$ cat config.mk
export PLATFORM = sky130hd
export DESIGN_NAME = regdump_tracer
export DESIGN_NICKNAME = d
export VERILOG_FILES = /design/src/rtl/regdump_tracer.sv
export SDC_FILE = /design/constraint.sdc
export NUM_CORES = 2
export LEC_CHECK = 0
export ABC_CLOCK_PERIOD_IN_PS = 14900
export CAP_MARGIN = 10
export CORE_AREA = 3 3 426 428
export CTS_CLUSTER_DIAMETER = 150
export DETAILED_ROUTE_END_ITERATION = 8
export DIE_AREA = 0 0 429 431
export GPL_TIMING_DRIVEN = 0
export SYNTH_ARGS = -nofsm -noshare
export SYNTH_HDL_FRONTEND = slang
export SYNTH_SLANG_ARGS = --single-unit
$ cat constraint.sdc
create_clock -name clk -period 14.9 [get_ports clk]
set_clock_uncertainty 0.1 [all_clocks]
set_input_delay 2.98 -clock clk [delete_from_list [all_inputs] [get_ports clk]]
set_output_delay 2.98 -clock clk [all_outputs]
set_load 0.005 [all_outputs]
$ cat src/rtl/regdump_tracer.sv
// Register-file change tracer: detects per-register value changes on a flat dump bus
// and queues {index, value, cycle} events in a show-ahead FIFO with coalescing.
module regdump_tracer #(
   parameter int XLEN    = 32,
   parameter int NREG    = 32,
   parameter int DEPTH   = 8,
   parameter int CYC_W   = 16,
   parameter int SKIP_X0 = 1,
   localparam int IDX_W  = (NREG > 1) ? $clog2(NREG) : 1,
   localparam int PW     = $clog2(DEPTH)
) (
   input  logic                   clk,
   input  logic                   rst,
   input  logic                   en,
   input  logic                   clr,
   input  logic [NREG*XLEN-1:0]   reg_dump,
   output logic                   ev_valid,
   input  logic                   ev_ready,
   output logic [IDX_W-1:0]       ev_idx,
   output logic [XLEN-1:0]        ev_data,
   output logic [CYC_W-1:0]       ev_cycle,
   output logic [15:0]            coal_cnt,
   output logic                   fifo_full
);

   typedef enum logic {S_PRIME = 1'b0, S_RUN = 1'b1} state_t;

   state_t                r_state;
   state_t                w_state_nxt;
   logic                  w_run;

   logic [NREG*XLEN-1:0]  r_shadow;
   logic [NREG-1:0]       r_pending;
   logic [CYC_W-1:0]      r_cyc;
   logic [15:0]           r_coal;
   logic [PW:0]           r_wptr;
   logic [PW:0]           r_rptr;

   logic [IDX_W-1:0]      r_mem_idx  [DEPTH];
   logic [XLEN-1:0]       r_mem_data [DEPTH];
   logic [CYC_W-1:0]      r_mem_cyc  [DEPTH];

   logic [NREG-1:0]       w_chg;
   logic                  w_any;
   logic [IDX_W-1:0]      w_p;
   logic [XLEN-1:0]       w_pdata;
   logic                  w_empty;
   logic                  w_full;
   logic                  w_pop;
   logic                  w_push;
   logic [NREG-1:0]       w_pmask;
   logic                  w_coal_hit;

   always_ff @(posedge clk or negedge rst) begin
      if (!rst) r_state <= S_PRIME;
      else      r_state <= w_state_nxt;
   end

   always_comb begin
      w_state_nxt = r_state;
      w_run       = 1'b0;
      if (clr) begin
         w_state_nxt = S_PRIME;
      end else begin
         case (r_state)
            S_PRIME: w_state_nxt = S_RUN;
            S_RUN:   w_run       = 1'b1;
            default: w_state_nxt = S_PRIME;
         endcase
      end
   end

   always_comb begin
      w_chg = '0;
      for (int i = 0; i < NREG; i++)
         w_chg[i] = en && (reg_dump[i*XLEN +: XLEN] != r_shadow[i*XLEN +: XLEN]);
      if (SKIP_X0 != 0) w_chg[0] = 1'b0;
   end

   // Descending scan so the last hit wins: the lowest pending index is selected.
   always_comb begin
      w_any   = 1'b0;
      w_p     = '0;
      w_pdata = '0;
      for (int i = NREG - 1; i >= 0; i--) begin
         if (r_pending[i]) begin
            w_any   = 1'b1;
            w_p     = IDX_W'(i);
            w_pdata = reg_dump[i*XLEN +: XLEN];
         end
      end
   end

   assign w_empty    = (r_wptr == r_rptr);
   assign w_full     = (r_wptr[PW] != r_rptr[PW]) && (r_wptr[PW-1:0] == r_rptr[PW-1:0]);
   assign w_pop      = !w_empty && ev_ready;
   // A full FIFO still accepts a push when the head is leaving in the same cycle.
   assign w_push     = w_run && w_any && (!w_full || w_pop);
   assign w_pmask    = w_push ? (NREG'(1) << w_p) : '0;
   assign w_coal_hit = w_run && (|(w_chg & r_pending & ~w_pmask));

   always_ff @(posedge clk or negedge rst) begin
      if (!rst) begin
         r_shadow  <= '0;
         r_pending <= '0;
         r_cyc     <= '0;
         r_coal    <= '0;
         r_wptr    <= '0;
         r_rptr    <= '0;
      end else if (clr) begin
         r_shadow  <= reg_dump;
         r_pending <= '0;
         r_cyc     <= '0;
         r_coal    <= '0;
         r_wptr    <= '0;
         r_rptr    <= '0;
      end else begin
         r_shadow <= reg_dump;
         if (w_pop)  r_rptr <= r_rptr + 1'b1;
         if (w_push) r_wptr <= r_wptr + 1'b1;
         if (w_run) begin
            r_pending <= (r_pending | w_chg) & ~w_pmask;
            r_cyc     <= r_cyc + 1'b1;
            if (w_coal_hit && (r_coal != 16'hFFFF)) r_coal <= r_coal + 1'b1;
         end
      end
   end

   always_ff @(posedge clk) begin
      if (w_push) begin
         r_mem_idx[r_wptr[PW-1:0]]  <= w_p;
         r_mem_data[r_wptr[PW-1:0]] <= w_pdata;
         r_mem_cyc[r_wptr[PW-1:0]]  <= r_cyc;
      end
   end

   // Head fields are forced to zero while empty so uninitialised storage never shows.
   assign ev_valid  = !w_empty;
   assign ev_idx    = w_empty ? '0 : r_mem_idx[r_rptr[PW-1:0]];
   assign ev_data   = w_empty ? '0 : r_mem_data[r_rptr[PW-1:0]];
   assign ev_cycle  = w_empty ? '0 : r_mem_cyc[r_rptr[PW-1:0]];
   assign coal_cnt  = r_coal;
   assign fifo_full = w_full;

endmodule

==> impl_metrics.yaml <==
layout:
  area_delta_synth_final_pct: 32.0
  layout_common_cells: "1096 x clkdlybuf4s50_1, 1065 x dfrtp_1, 740 x xnor2_1, 424 x edfxtp_1, 271 x xor2_1"
  final_nets: 7246
  final_cells: 8823
  finalInstanceArea_um2: 85000
  nFillCells: 16000
  final_common_cell: "clkdlybuf4s50_1"
  layout-drive-gt1-share_pct: 7.61
global_route:
  grt_max_degree: 175
  grt_pass1_wl_um: 427000
  antenna_found_initial: 191
  grt_pass1_vias: 50200
  overflow: 0
  grt.total_usage_pct: 33.6
setup_path:
  r2r_slack_ns: 8.10
  crit_path_start_kind: "input pin"
  crit_family: "buffers and inverters"
  crit_required_ns: 15.50
  cp-end-kind: "flop"
  crit_path_max_incr_delay_ns: 0.95
  r2r_cells: 12
  arrival_ns: 8.28
  worstReg2RegEnd: "r_mem_data[1][13]"
  critical_path.slowest_cell: "clkbuf_1"
  path_max_fanout: 10
  worst-path-buf-inv: 3
  r2r-start: "r_pending[30]"
  worst_path_most_repeated_cell: "clkbuf_1"
  path_cells: "clkbuf_1, clkbuf_1, clkbuf_1, o311ai_0, a41oi_1, a31oi_1, nand4b_1, nor2_1, a2111oi_0, mux2_2"
  crit_type: "input pin to flop"
  path_depth: 10
timing:
  setup_viol: 0
  finalHoldViolCount: 0
  finalMaxSlewViolations: 0
  worst_slew_pin_slew_ns: 1.38
  whs_ns: 0.488
  period_share_pct: 51.6
  rsz0062_at_grt: "false"
  max_freq_mhz: 130
  slew_headroom_pct: 8.01
  fin_crit_ns: 7.69
  timing.setup.tns_ns: 0
clock_network:
  clock_path_buffers: 3
  clk_latency_ns: 0.83
  cts_tree: "built"
  cts_sinks: 1489
  ctsResizeCount: 0
  numCtsBuffers: 165
  ctsHoldBuffers: 0
  cts_setup_buffers: 0
  clkTransAtPathRegs_ns: 0.06
  cts_max_level: 4
  root_buffer: "clkbuf_16"
worst_hold_path:
  min_delay_worst_endpoint: "coal_cnt[4]"
  hp-class: "flop to flop"
  hold_start: "coal_cnt[4]"
  hold_depth: 2
logic_synthesis:
  synth-main-ff-cell: "dfrtp_1"
  synth_nets: 5911
  syn_avg_cell_area_um2: 13.2
  synth_area_um2: 64400
  synth_edf_count: 424
  synth_warnings: 0
  ys_types: 81
  synthCells: 4878
  synth_seq_cells: 1489
  async_flop_share_pct: 71.5
  synth_seq_area_share_pct: 61.2
power_and_ir_drop:
  pwr_density_cell_nw_per_um2: 126
  p_total_w: 0.0107
  p_comb_share_pct: 19.2
  p_sw_w: 0.00310
  peakVddDrop_mv: 0.119
  p_int_w: 0.00757
  total_leakage_power_nw: 30.5
  p_sw_share_pct: 29.1
  p_clk_share_pct: 38.7
  seq_power_share_pct: 42.1
detailed_routing:
  drtPass1Iterations: 6
  wl_per_cell_um: 36.1
  ant_nets: 0
  drt_wl_total_um: 318000
  vias: 51000
  vias_per_cell: 5.78
  initialDrtViolationCount: 6453
  drc: 0
floorplanning:
  dieWidth_um: 429
  die_h_um: 431
  fp-row-count: 155
  core-area_um2: 178000
  die-area_um2: 185000
  start_util_pct: 36.1
  io-pin-count: 1100
flow_run:
  maxCapViolCount: 0
placed_design:
  portBuffers: 1097
  gp_congestion: 1.04
  hpwl_um: 264000
  placed_cells: 8400
  placed_area_um2: 79200
run_status:
  status: "finished clean"
state kept, by name, summed over array words and instances, names as in the netlist:
name and count:
r_rptr 4, r_shadow 992, r_mem_data 256, r_state 1, r_mem_idx 40, r_mem_cyc 128
r_cyc 16, r_wptr 4, coal_cnt 16, r_pending 32
metal layers:
metal / track usage [%] / wire length, um
met1: 42.2 / 123000
met2: 52.2 / 146000
met3: 10.8 / 31000
met4: 17.2 / 17200
met5: 0 / 510
logic make-up (layout without fill, tap and decap cells):
logic type	Yosys count	count (layout)	synth area share (%)
flops	1489	1489	61.2
simple gates	856	856	7.09
fa+ha+maj	4	4	0.0778
buf+inv	295	1761	1.80
mux	169	169	4.70
xor+xnor	1011	1011	13.8
other cells	0	124	0
compound gates	1054	1054	11.4
power groups by stage:
stage,logic [W],clock network (W),registers (W)
finish,0.00205,0.00413,0.00450
global route,0.00213,0.00433,0.00451
CTS,0.00202,0.00417,0.00449
detailed placement,0.00201,0,0.00457
global placement,0.00197,0,0.00459
floorplan,0.000835,0,0.00456
stage by stage:
stage	util (%)	setup slack (ns)
2_1_floorplan	-	5.45
3_3_place_gp	43.9	-38.68
3_5_place_dp	44.5	6.64
4_1_cts	47.5	7.14
5_1_grt	47.6	7.03
6_report	47.7	7.21
area by class of cell:
class	count	area [um2]	share of cell area (%)
multi-input cells	3094	23900	28.2
well taps	2355	2950	3.47
flip-flops and latches	1489	39400	46.4
clock buffers	226	4600	5.41
repair buffers	1168	11800	13.9
plain buffers	246	971	1.14
inverters	49	189	0.222
clock inverters	72	810	0.953
diodes	124	310	0.365
cell usage after synthesis, types with 39 or more instances:
library cell	n	area share [%]
nand4_1	216	2.1
edfxtp_1	424	20
xor2_1	271	3.7
o21a_1	45	0.52
nand2_1	153	0.89
a21oi_1	234	1.8
inv_1	45	0.26
clkbuf_1	200	1.2
a221oi_1	178	2.4
nor2_1	166	0.97
o31ai_1	41	0.48
dfrtp_1	1065	41
nor3_1	39	0.30
nor2b_1	58	0.56
nor4_1	119	1.2
mux4_2	106	3.7
o21ai_0	167	1.3
o211ai_1	61	0.71
o221ai_1	82	1.1
mux2i_1	56	0.87
o22ai_1	67	0.65
xnor2_1	740	10
worst reg2reg max path, cell delays in order (launching register included):
cell and delay [ns]:
dfrtp_1 0.36, clkbuf_1 0.33, nor2b_1 0.82, clkbuf_1 0.46
buf_1 0.41, a221oi_1 0.28, o311ai_0 0.59, o21ai_0 0.46
o211ai_1 0.40, a221oi_1 0.17, o211ai_1 0.55, a21oi_1 0.48
o31ai_1 1.05
worst max-delay path by stage:
stage | startpoint | endpoint
floorplan | clr | r_mem_cyc[0][0]
global placement | rst | r_shadow[144]
detailed placement | en | coal_cnt[15]
CTS | r_rptr[0] | ev_data[30]
global route | r_rptr[0] | ev_data[30]
finish | en | coal_cnt[15]
(Power assumes the default switching activity.)
